## config.mk

```make
export PLATFORM = sky130hd
export DESIGN_NAME = tick_sched
export DESIGN_NICKNAME = d
export VERILOG_FILES = /design/src/rtl/tick_pkg.sv /design/src/rtl/rr_arb.sv /design/src/rtl/tick_sched.sv
export SDC_FILE = /design/constraint.sdc
export NUM_CORES = 1
export LEC_CHECK = 0
export ABC_AREA = 1
export CAP_MARGIN = 20
export CORE_MARGIN = 5
export CORE_UTILIZATION = 30
export CTS_CLUSTER_DIAMETER = 120
export DETAILED_ROUTE_END_ITERATION = 8
export PLACE_DENSITY = 0.54
export SLEW_MARGIN = 20
export SYNTH_ARGS = -nofsm -noshare
export SYNTH_HDL_FRONTEND = slang
export SYNTH_SLANG_ARGS = --single-unit
export TNS_END_PERCENT = 50
```

## constraint.sdc

```tcl
create_clock -name clk_in -period 2.4 [get_ports clk_in]
set_clock_uncertainty 0.2 [all_clocks]
set_input_delay 0.36 -clock clk_in [delete_from_list [all_inputs] [get_ports clk_in]]
set_output_delay 0.36 -clock clk_in [all_outputs]
set_load 0.1 [all_outputs]
```

## src/rtl/tick_pkg.sv

```systemverilog
// Shared mode encodings and helpers for the tick scheduler.
package tick_pkg;

  typedef enum logic [1:0] {
    MODE_STOP     = 2'b00,
    MODE_PERIODIC = 2'b01,
    MODE_ONESHOT  = 2'b10,
    MODE_RSVD     = 2'b11
  } mode_e;

  // True for the modes that arm a channel; the reserved code behaves as stop.
  function automatic logic mode_arms(input logic [1:0] mode);
    return (mode == MODE_PERIODIC) || (mode == MODE_ONESHOT);
  endfunction

endpackage

```

## src/rtl/rr_arb.sv

```systemverilog
// Combinational round-robin search: first set request at or after start.
module rr_arb #(
  parameter int unsigned N = 4,
  parameter int unsigned W = $clog2(N)
) (
  input  logic [N-1:0] req,
  input  logic [W-1:0] start,
  output logic [W-1:0] gnt_idx_c,
  output logic         gnt_valid_c
);

  // Walk the ring from start; N is a power of two so the index wraps naturally.
  always_comb begin
    gnt_idx_c   = '0;
    gnt_valid_c = 1'b0;
    for (int unsigned i = 0; i < N; i++) begin
      if (!gnt_valid_c && req[start + W'(i)]) begin
        gnt_valid_c = 1'b1;
        gnt_idx_c   = start + W'(i);
      end
    end
  end

endmodule

```

## src/rtl/tick_sched.sv

```systemverilog
// Prescaled multi-channel tick scheduler with a registered round-robin event port.
module tick_sched
  import tick_pkg::*;
#(
  parameter int unsigned PRE_N = 4,
  parameter int unsigned NCH   = 4,
  parameter int unsigned PW    = 16,
  localparam int unsigned CW   = $clog2(NCH)
) (
  input  logic           clk_in,
  input  logic           rstn,
  input  logic           cfg_valid,
  output logic           cfg_ready,
  input  logic [CW-1:0]  cfg_ch,
  input  logic [PW-1:0]  cfg_period,
  input  logic [1:0]     cfg_mode,
  output logic           evt_valid,
  output logic [CW-1:0]  evt_ch,
  input  logic           evt_ready,
  output logic [NCH-1:0] busy,
  output logic [NCH-1:0] overrun
);

  logic [PRE_N-1:0] pre_q, pre_d;
  logic             cfg_ready_q, cfg_ready_d;
  logic             evt_valid_q, evt_valid_d;
  logic [CW-1:0]    evt_ch_q, evt_ch_d;
  logic [CW-1:0]    ptr_q, ptr_d;
  logic [NCH-1:0]   pend_vec;
  logic [NCH-1:0]   acc_mask;
  logic [NCH-1:0]   arb_req;
  logic [CW-1:0]    gnt_idx;
  logic             gnt_valid;
  logic             base_tick;
  logic             accept;
  logic             cfg_fire;
  logic             cfg_arm;

  assign base_tick = &pre_q;
  assign accept    = evt_valid_q && evt_ready;
  assign cfg_fire  = cfg_valid && cfg_ready_q;
  assign cfg_arm   = mode_arms(cfg_mode) && (cfg_period != '0);
  assign acc_mask  = accept ? (NCH'(1) << evt_ch_q) : '0;
  // The accepted channel is excluded so the next grant moves on immediately.
  assign arb_req   = pend_vec & ~acc_mask;

  // Per-channel countdown, reload and pending/overrun tracking.
  for (genvar g = 0; g < NCH; g++) begin : g_ch
    logic          busy_q, busy_d;
    logic          os_q, os_d;
    logic          pend_q, pend_d;
    logic          ovr_q, ovr_d;
    logic [PW-1:0] cnt_q, cnt_d;
    logic [PW-1:0] per_q, per_d;
    logic          fire;
    logic          cfg_hit;
    logic          acc_hit;

    assign cfg_hit = cfg_fire && (cfg_ch == CW'(g));
    assign acc_hit = accept && (evt_ch_q == CW'(g));

    // Configuration wins over a coincident tick; a fire during accept keeps pending without overrun.
    always_comb begin
      busy_d = busy_q;
      os_d   = os_q;
      pend_d = pend_q;
      ovr_d  = ovr_q;
      cnt_d  = cnt_q;
      per_d  = per_q;
      fire   = 1'b0;
      if (cfg_hit) begin
        if (cfg_arm) begin
          busy_d = 1'b1;
          os_d   = (cfg_mode == MODE_ONESHOT);
          cnt_d  = cfg_period - PW'(1);
          per_d  = cfg_period;
          ovr_d  = 1'b0;
        end else begin
          busy_d = 1'b0;
        end
      end else if (base_tick && busy_q) begin
        if (cnt_q != '0) begin
          cnt_d = cnt_q - PW'(1);
        end else begin
          fire = 1'b1;
          if (os_q) busy_d = 1'b0;
          else      cnt_d  = per_q - PW'(1);
        end
      end
      if (acc_hit) pend_d = 1'b0;
      if (fire) begin
        if (pend_q && !acc_hit) ovr_d = 1'b1;
        pend_d = 1'b1;
      end
    end

    // Channel state registers.
    always_ff @(posedge clk_in or negedge rstn) begin
      if (!rstn) begin
        busy_q <= 1'b0;
        os_q   <= 1'b0;
        pend_q <= 1'b0;
        ovr_q  <= 1'b0;
        cnt_q  <= '0;
        per_q  <= '0;
      end else begin
        busy_q <= busy_d;
        os_q   <= os_d;
        pend_q <= pend_d;
        ovr_q  <= ovr_d;
        cnt_q  <= cnt_d;
        per_q  <= per_d;
      end
    end

    assign busy[g]     = busy_q;
    assign overrun[g]  = ovr_q;
    assign pend_vec[g] = pend_q;
  end

  rr_arb #(.N(NCH), .W(CW)) u_arb (
    .req         (arb_req),
    .start       (ptr_q),
    .gnt_idx_c   (gnt_idx),
    .gnt_valid_c (gnt_valid)
  );

  // Prescaler, ready and event-port next state; a new grant loads when the port is free or just accepted.
  always_comb begin
    pre_d       = pre_q + PRE_N'(1);
    cfg_ready_d = 1'b1;
    evt_valid_d = evt_valid_q;
    evt_ch_d    = evt_ch_q;
    ptr_d       = ptr_q;
    if (!evt_valid_q || accept) begin
      evt_valid_d = gnt_valid;
      if (gnt_valid) begin
        evt_ch_d = gnt_idx;
        ptr_d    = gnt_idx + CW'(1);
      end
    end
  end

  // Shared state registers.
  always_ff @(posedge clk_in or negedge rstn) begin
    if (!rstn) begin
      pre_q       <= '0;
      cfg_ready_q <= 1'b0;
      evt_valid_q <= 1'b0;
      evt_ch_q    <= '0;
      ptr_q       <= '0;
    end else begin
      pre_q       <= pre_d;
      cfg_ready_q <= cfg_ready_d;
      evt_valid_q <= evt_valid_d;
      evt_ch_q    <= evt_ch_d;
      ptr_q       <= ptr_d;
    end
  end

  assign cfg_ready = cfg_ready_q;
  assign evt_valid = evt_valid_q;
  assign evt_ch    = evt_ch_q;

endmodule

```

==> metrics.txt, run 1 <==
total CTS buffers 17; Met2 Wirelength ~15000 um; layout cells sized above 1 0.200; CP endpoint kind register; IO buf count 35; DP HPWL 25000 um; initial antenna violation count 0; most frequent CP cell buf_4; reg2reg start g_ch[2].cnt_q[9]; Fmax 0.427 GHz; Final Hold Viols 0; final RePlAce weighted congestion 0.912; reg2reg setup slack ~55 ps; GRT Resource Usage Total 0.183; EDFF count, synth 0; Worst Path Required 2530 ps; Synth Flop Type dfrtp_1; CP max FO 5; leakage 6.55 nW; Top Ports 36; largest net degree at the start of global routing 47; sequential-to-total area share from yosys stat 0.394; number of diodes 0; # nets final about 1.7k; most frequent cells in the layout 450 x nand2_1, 185 x buf_4, 178 x nand3_1, 171 x inv_1, 150 x dfrtp_1; RSZ-0062 raised after global routing yes; final antenna-violating net count 0; initial drt markers 896; P per Cell Area between 1000 and 1500 nW/um^2; Avg WL per Cell 15.8 um; CP max-delay cell dfrtp_1; Synth Register Bits 154; total die area approximately 36000 um^2; # H-tree levels 4; Worst path max stage delay ~400 ps; highest metal used met4; Layout Cell Area excl Fill around 13000 um^2; ys async rst share 1.00; via/cell ratio 4.76; crit path DAT 2480 ps; first-pass GRT wire length 52100 um; fin crit share 0.977; Worst-Skew Late Latency 450 ps; min Tclk post-route around 2300 ps; Synth Net Count 1501; number of global-route vias before repair 9508; DRT met1 WL roughly 15000 um; crit path kind register to register; max cap viols 0; Initial Utilization 0.302; syn avg cell area 6.65 um^2; complex-gate fraction of the synthesized area 0.105; startpoint types register; core area 32400 um^2; proportion of synthesized area in mux cells 0; most common cell after layout, fill and taps aside nand2_1; Synthesis Warnings 0; Clock Tree Buf Depth 2; Fillers 3454; final setup vio count 0; CTS tree done; beginning of the worst hold path cfg_period[2]; largest family of logic cells by synthesized area simple AND/OR/NAND/NOR gates; Post-Synth XOR/XNOR Area 0.0117; Yosys cell types 39; Die H 190 um; final WL 33400 um; fin. max-slew vios 0; Pre-antenna DRT Iters 6; worst setup path start g_ch[2].cnt_q[9]; clk root buf clkbuf_16; Critical path buffers and inverters 3; Crit path max-delay family simple AND/OR/NAND/NOR gates; Final Core Density 0.392; Sink Count 154; grt ovf 0; crit-path cells nor2_1 -> nand3_1 -> nor2_2 -> buf_4 -> buf_4 -> nand2_4 -> nor2_4 -> nor2_2 -> ha_4 -> nand3_2 -> nor2_1 -> buf_4 -> nand2_1 -> nand2_1 -> o21ai_1 -> o21ai_1; worst min path class input pin to register; clock-pin slew on the worst setup and hold paths 70 ps; Area growth syn-to-layout 29.8%; placed cell area 11700 um^2; vias about 10k; DR WL met3 1790 um; maximum vdd drop 684 uV; Cells after Synth around 1.5k; Mapped Area 9770 um^2; status completed; residual DRC count 0; DIE WIDTH roughly 190 um; FP Rows 66; Synth Area in Adders 0.00896; simple-gate share of the synthesized area 0.380
==> power by group <==
group | leakage, nW | switching, mW | internal [mW]
sequential | 1.94 | 0.540 | 3.39
combinational | 4.34 | 3.86 | 2.28
clock | 0.277 | 1.28 | 1.48
==> worst paths after layout <==
kind                                           to  depth (start not counted)
worst max-delay path             g_ch[2].cnt_q[8]                         16
worst min-delay path             g_ch[0].per_q[2]                          3
worst max register to register   g_ch[2].cnt_q[8]                         16
worst min register to register           pre_q[0]                          1
max in group asynchronous        g_ch[3].cnt_q[9]                          3
min in group asynchronous       g_ch[2].cnt_q[15]                          2
==> cell type report <==
type,count,area (um^2),area share
clock buffers,18,439,0.0346
clock inverters,13,135,0.0107
inverters,187,704,0.0555
multi-input cells,1077,5220,0.412
flip-flops and latches,154,3860,0.304
well taps,442,553,0.0436
repair buffers,219,1770,0.140
==> metal layers <==
layer | global-route usage | up-vias
li1 | - | 5059
met1 | 0.254 | 4700
met2 | 0.295 | 244
met3 | 0.0317 | 45
met4 | 0.0483 | 0
met5 | 0 | -
==> worst register-to-register path, cell delays in order, from the launching register on <==
cell	delay (ps)
dfrtp_1	400
nor2_1	100
nand3_1	110
nor2_2	160
buf_4	130
buf_4	120
nand2_4	70
nor2_4	110
nor2_2	60
ha_4	170
nand3_2	90
nor2_1	50
buf_4	140
nand2_1	50
nand2_1	50
o21ai_1	140
o21ai_1	80
==> sequential cells by signal, indices dropped and copies added (netlist names) <==
register	flops
evt_ch	2
cfg_ready	1
g_ch.busy_q	4
g_ch.pend_q	4
g_ch.cnt_q	64
ptr_q	2
pre_q	4
g_ch.ovr_q	4
g_ch.os_q	4
g_ch.per_q	64
evt_valid	1
==> per-stage QoR <==
step                TNS (ps)  cells  setup WS, ps  hold WS, ps  power [mW]
floorplan                  0   1470           113         -136        7.73
global placement      -44680   2065          -455          134        9.43
detailed placement    -47850   2065          -489          137        9.49
CTS                    -12.4   2097         -7.66          237        12.3
global route           -1160   2110         -82.3          234        13.8
finish                     0   2110          55.5          185        12.8
==> repair_timing <==
item	in CTS	in global routing
hold endpoints to repair	42	0
pin swaps	0	31
setup endpoints to repair	23	54
resized for setup	10	86
hold buffers	1	0
buffers inserted	0	13
==> synthesized netlist by cell type (all sizes together) (8+ instances only) <==
master | number | share of area
nand2 | 479 | 0.19
nor3 | 10 | 0.0083
nor2 | 156 | 0.066
o21ai | 141 | 0.072
nand3b | 14 | 0.011
buf | 33 | 0.020
xor2 | 10 | 0.0090
o211ai | 9 | 0.0069
inv | 186 | 0.071
nand3 | 187 | 0.097
nand4 | 12 | 0.0077
a31oi | 8 | 0.0051
clkbuf | 19 | 0.0073
dfrtp | 154 | 0.39
a21oi | 24 | 0.012
==> kinds of logic (layout without fill, tap and decap cells) <==
| logic type | Yosys count | count (layout) |
|---|---|---|
| simple gates | 863 | 863 |
| other cells | 1 | 1 |
| fa+ha+maj | 7 | 7 |
| compound gates | 193 | 193 |
| flops | 154 | 154 |
| xor+xnor | 13 | 13 |
| buf+inv | 239 | 437 |
Power figures use the tool's default switching activity.
==> run 2, diff against run 1 <==
--- a/config.mk
+++ b/config.mk
@@ -5,7 +5,6 @@
 export SDC_FILE = /design/constraint.sdc
 export NUM_CORES = 1
 export LEC_CHECK = 0
-export ABC_AREA = 1
 export CAP_MARGIN = 20
 export CORE_MARGIN = 5
 export CORE_UTILIZATION = 30
==> metrics.txt, run 2 <==
status complete, but fails checks (was completed); failing checks negative setup slack; Area growth syn-to-layout 55.6% (was 29.8%); ys async rst share 1.00 (unchanged); EDFF count, synth 0 (unchanged); CTS tree done (unchanged); Pre-antenna DRT Iters 6 (unchanged); worst min path class input pin to async pin (was input pin to register); cells on worst reg2reg path 11 (was 16); Synth top area share 0.399 (was 0.394); total CTS buffers 17 (unchanged); largest net degree at the start of global routing 51 (was 47); FP Rows 65 (was 66); Synth Flop Type dfrtp_1 (unchanged); Synth Register Bits 154 (unchanged); Fmax 0.321 GHz (was 0.427 GHz); number of diodes 0 (unchanged); core area 31600 um^2 (was 32400 um^2); # nets final 1546 (was 1687); Multi-input gate area 6450 um^2 (was 5220 um^2); fin crit share 1.30 (was 0.977); startpoint types register (unchanged); DP Worst Slack -838 ps (was -489 ps); DIE WIDTH 189 um (was 190 um); Top Ports 36 (unchanged); final setup vio count 58 (was 0); via/cell ratio 5.59 (was 4.76); Fillers 2922 (was 3454); top-count cell post-synth nand2_1 (unchanged); Mapped Area 9660 um^2 (was 9770 um^2); Final Hold Viols 0 (unchanged); Largest regs g_ch.cnt_q x64, g_ch.per_q x64 (unchanged); min Tclk post-route 3120 ps (was 2340 ps); CP max FO 3 (was 5); most frequent cells after synthesis 164 x nand2_1, 154 x dfrtp_1, 95 x nor2_1, 74 x a21oi_1, 59 x o21ai_0 (was 470 x nand2_1, 185 x nand3_1, 175 x inv_1, 154 x dfrtp_1, 140 x nor2_1); final WL 39500 um (was 33400 um); DP HPWL 28700 um (was 25000 um); GRT Resource Usage Total 0.217 (was 0.183); setup ws final -719 ps (was 55.5 ps); IO buf count 35 (unchanged); initial drt markers 969 (was 896); Layout Cell Area excl Fill 15000 um^2 (was 12700 um^2); fin. max-slew vios 0 (unchanged); Worst-Skew Late Latency 450 ps (about the same); PnR Total Power 12.7 mW (was 12.8 mW); syn avg cell area 8.52 um^2 (was 6.65 um^2); most common cell after layout, fill and taps aside buf_4 (was nand2_1); first-pass GRT wire length 61500 um (was 52100 um); fin cells 1930 (was 2110); Yosys cell types 84 (was 39); clock-pin slew on the worst setup and hold paths 70 ps (about the same); placed cell area 13100 um^2 (was 11700 um^2); crit path DAT 3250 ps (was 2480 ps); # H-tree levels 4 (unchanged); P per Cell Area 843 nW/um^2 (was 1010 nW/um^2); Synthesis Warnings 0 (unchanged); Final Core Density 0.475 (was 0.392); number of global-route vias before repair 10.7k (was 9508); largest cells by area after synthesis dfrtp_1 40%, nand2_1 6.4%, a21oi_1 3.8% (was dfrtp_1 39%, nand2_1 18%, nand3_1 9.5%); cell taking the most area after synthesis dfrtp_1 (unchanged); crit path kind register to register (unchanged); Initial Utilization 0.305 (was 0.302); Slew @ Worst Pin 564 ps; total die area 35900 um^2 (was 36300 um^2); sequential-to-total area share from yosys stat 0.399 (was 0.394); RSZ-0062 raised after global routing yes (unchanged); CP endpoint kind register (unchanged); final RePlAce weighted congestion 0.937 (was 0.912); Die H 189 um (was 190 um); initial antenna violation count 0 (unchanged); clk root buf clkbuf_16 (unchanged); final antenna-violating net count 0 (unchanged); grt ovf 0 (unchanged); Cells after Synth 1134 (was 1470); Worst Path Required 2540 ps (was 2530 ps); layout cells sized above 1 0.429 (was 0.200); vias 10.8k (was 10.0k); register area 3860 um^2 (about the same); Sink Count 154 (unchanged); maximum vdd drop 463 uV (was 684 uV); residual DRC count 0 (unchanged); placed cells 1849 (was 2065); Synth Net Count 1165 (was 1501); max cap viols 0 (unchanged); leakage 6.47 nW (was 6.55 nW); most frequent cells in the layout 363 x buf_4, 157 x nand2_1, 153 x dfrtp_1, 86 x nor2_1, 58 x a21oi_1 (was 450 x nand2_1, 185 x buf_4, 178 x nand3_1, 171 x inv_1, 150 x dfrtp_1); worst relative slew slack 0.620; Avg WL per Cell 20.5 um (was 15.8 um); Clock Tree Buf Depth 2 (unchanged)
[run 2: cell types whose count changed in the layout (fill, tap and decap cells not counted), moves of 24 or more]
cell and change:
nand2_1 -293, o21ai_0 -70, nor3_1 +38, nand3_1 -141
buf_4 +178, nor2_1 -33, a31oi_1 +28, buf_6 +24
inv_1 -152, a21oi_1 +34
[run 2: cells by family (layout without fill, tap and decap cells)]
logic type | after synthesis | in the layout | synth area share
adders and majority gates | 7 | 7 | 0.00907
buffers and inverters | 86 | 480 | 0.0399
DFF | 154 | 154 | 0.399
muxes | 32 | 32 | 0.0370
AOI/OAI and AO/OA | 315 | 315 | 0.219
other | 1 | 1 | 0.000388
and+or+nand+nor | 497 | 497 | 0.258
xor gates and xnor gates | 42 | 42 | 0.0381
[run 2: layout make-up]
cell class / instances / area share
sequential: 154 / 0.257
clock buffer: 18 / 0.0292
timing repair buffer: 427 / 0.233
multi-input combinational: 894 / 0.429
inverter: 21 / 0.00682
clock inverter: 14 / 0.0124
tap: 402 / 0.0335
[run 2: path summary, 6_finish.rpt]
kind                                   start           endpoint  slack [ps]
hold reg to reg            g_ch[1].per_q[15]  g_ch[1].per_q[15]         280
setup / recovery           g_ch[3].cnt_q[13]   g_ch[3].cnt_q[8]        -720
min in group clk_in            cfg_period[1]   g_ch[3].per_q[1]         270
setup reg to reg           g_ch[3].cnt_q[13]   g_ch[3].cnt_q[8]        -720
max in group asynchronous               rstn     g_ch[3].pend_q        1130
hold / removal                          rstn   g_ch[1].per_q[5]         210
[run 2: layer usage]
layer  global-route usage  routed length (um)  up-vias  part of all wire
met5                    0                   0        -                 0
met3               0.0354                2220       76             0.056
li1                     -                   -     5002                 -
met1                0.293               17300     5317              0.44
met2                0.359               19000      403              0.48
met4               0.0646                 999        0             0.025
[run 2: power by group]
part / switching, mW / internal [mW] / total, mW / leakage, nW
Combinational: 2.91 / 2.90 / 5.82 / 4.27
Clock: 1.26 / 1.69 / 2.96 / 0.299
Sequential: 0.606 / 3.29 / 3.90 / 1.90
Total: 4.78 / 7.89 / 12.7 / 6.47
[run 2: what timing repair did]
action | 4_1_cts | 5_1_grt
pin swaps | 72 | 57
hold buffers | 1 | 0
gates resized for setup | 132 | 93
setup endpoints to repair | 133 | 80
setup buffers | 31 | 23
cloned | 2 | 0
endpoints found under the hold margin | 38 | 0
[run 2: through the flow]
step	hold WS [ps]	setup TNS [ps]
6_report	213	-14330
5_1_grt	261	-19620
4_1_cts	218	-13290
3_5_place_dp	125	-96320
3_3_place_gp	125	-92560
2_1_floorplan	-136	-19020
[run 2: critical path: stages, from the launching register on]
cell,delay [ps]
dfrtp_1,380
or3_4,140
nand4b_1,210
nor2_4,70
a21oi_2,160
ha_2,200
or4b_4,470
or4_4,430
or3_1,330
o221ai_2,160
a21oi_2,80
o22a_1,180
==> run 3, diff against run 2 <==
--- a/config.mk
+++ b/config.mk
@@ -9,6 +9,7 @@
 export CORE_MARGIN = 5
 export CORE_UTILIZATION = 30
 export CTS_CLUSTER_DIAMETER = 120
+export CTS_CLUSTER_SIZE = 25
 export DETAILED_ROUTE_END_ITERATION = 8
 export PLACE_DENSITY = 0.54
 export SLEW_MARGIN = 20
==> results of run 3 <==
Final layout, timing and power as in run 2 (identical DEF).
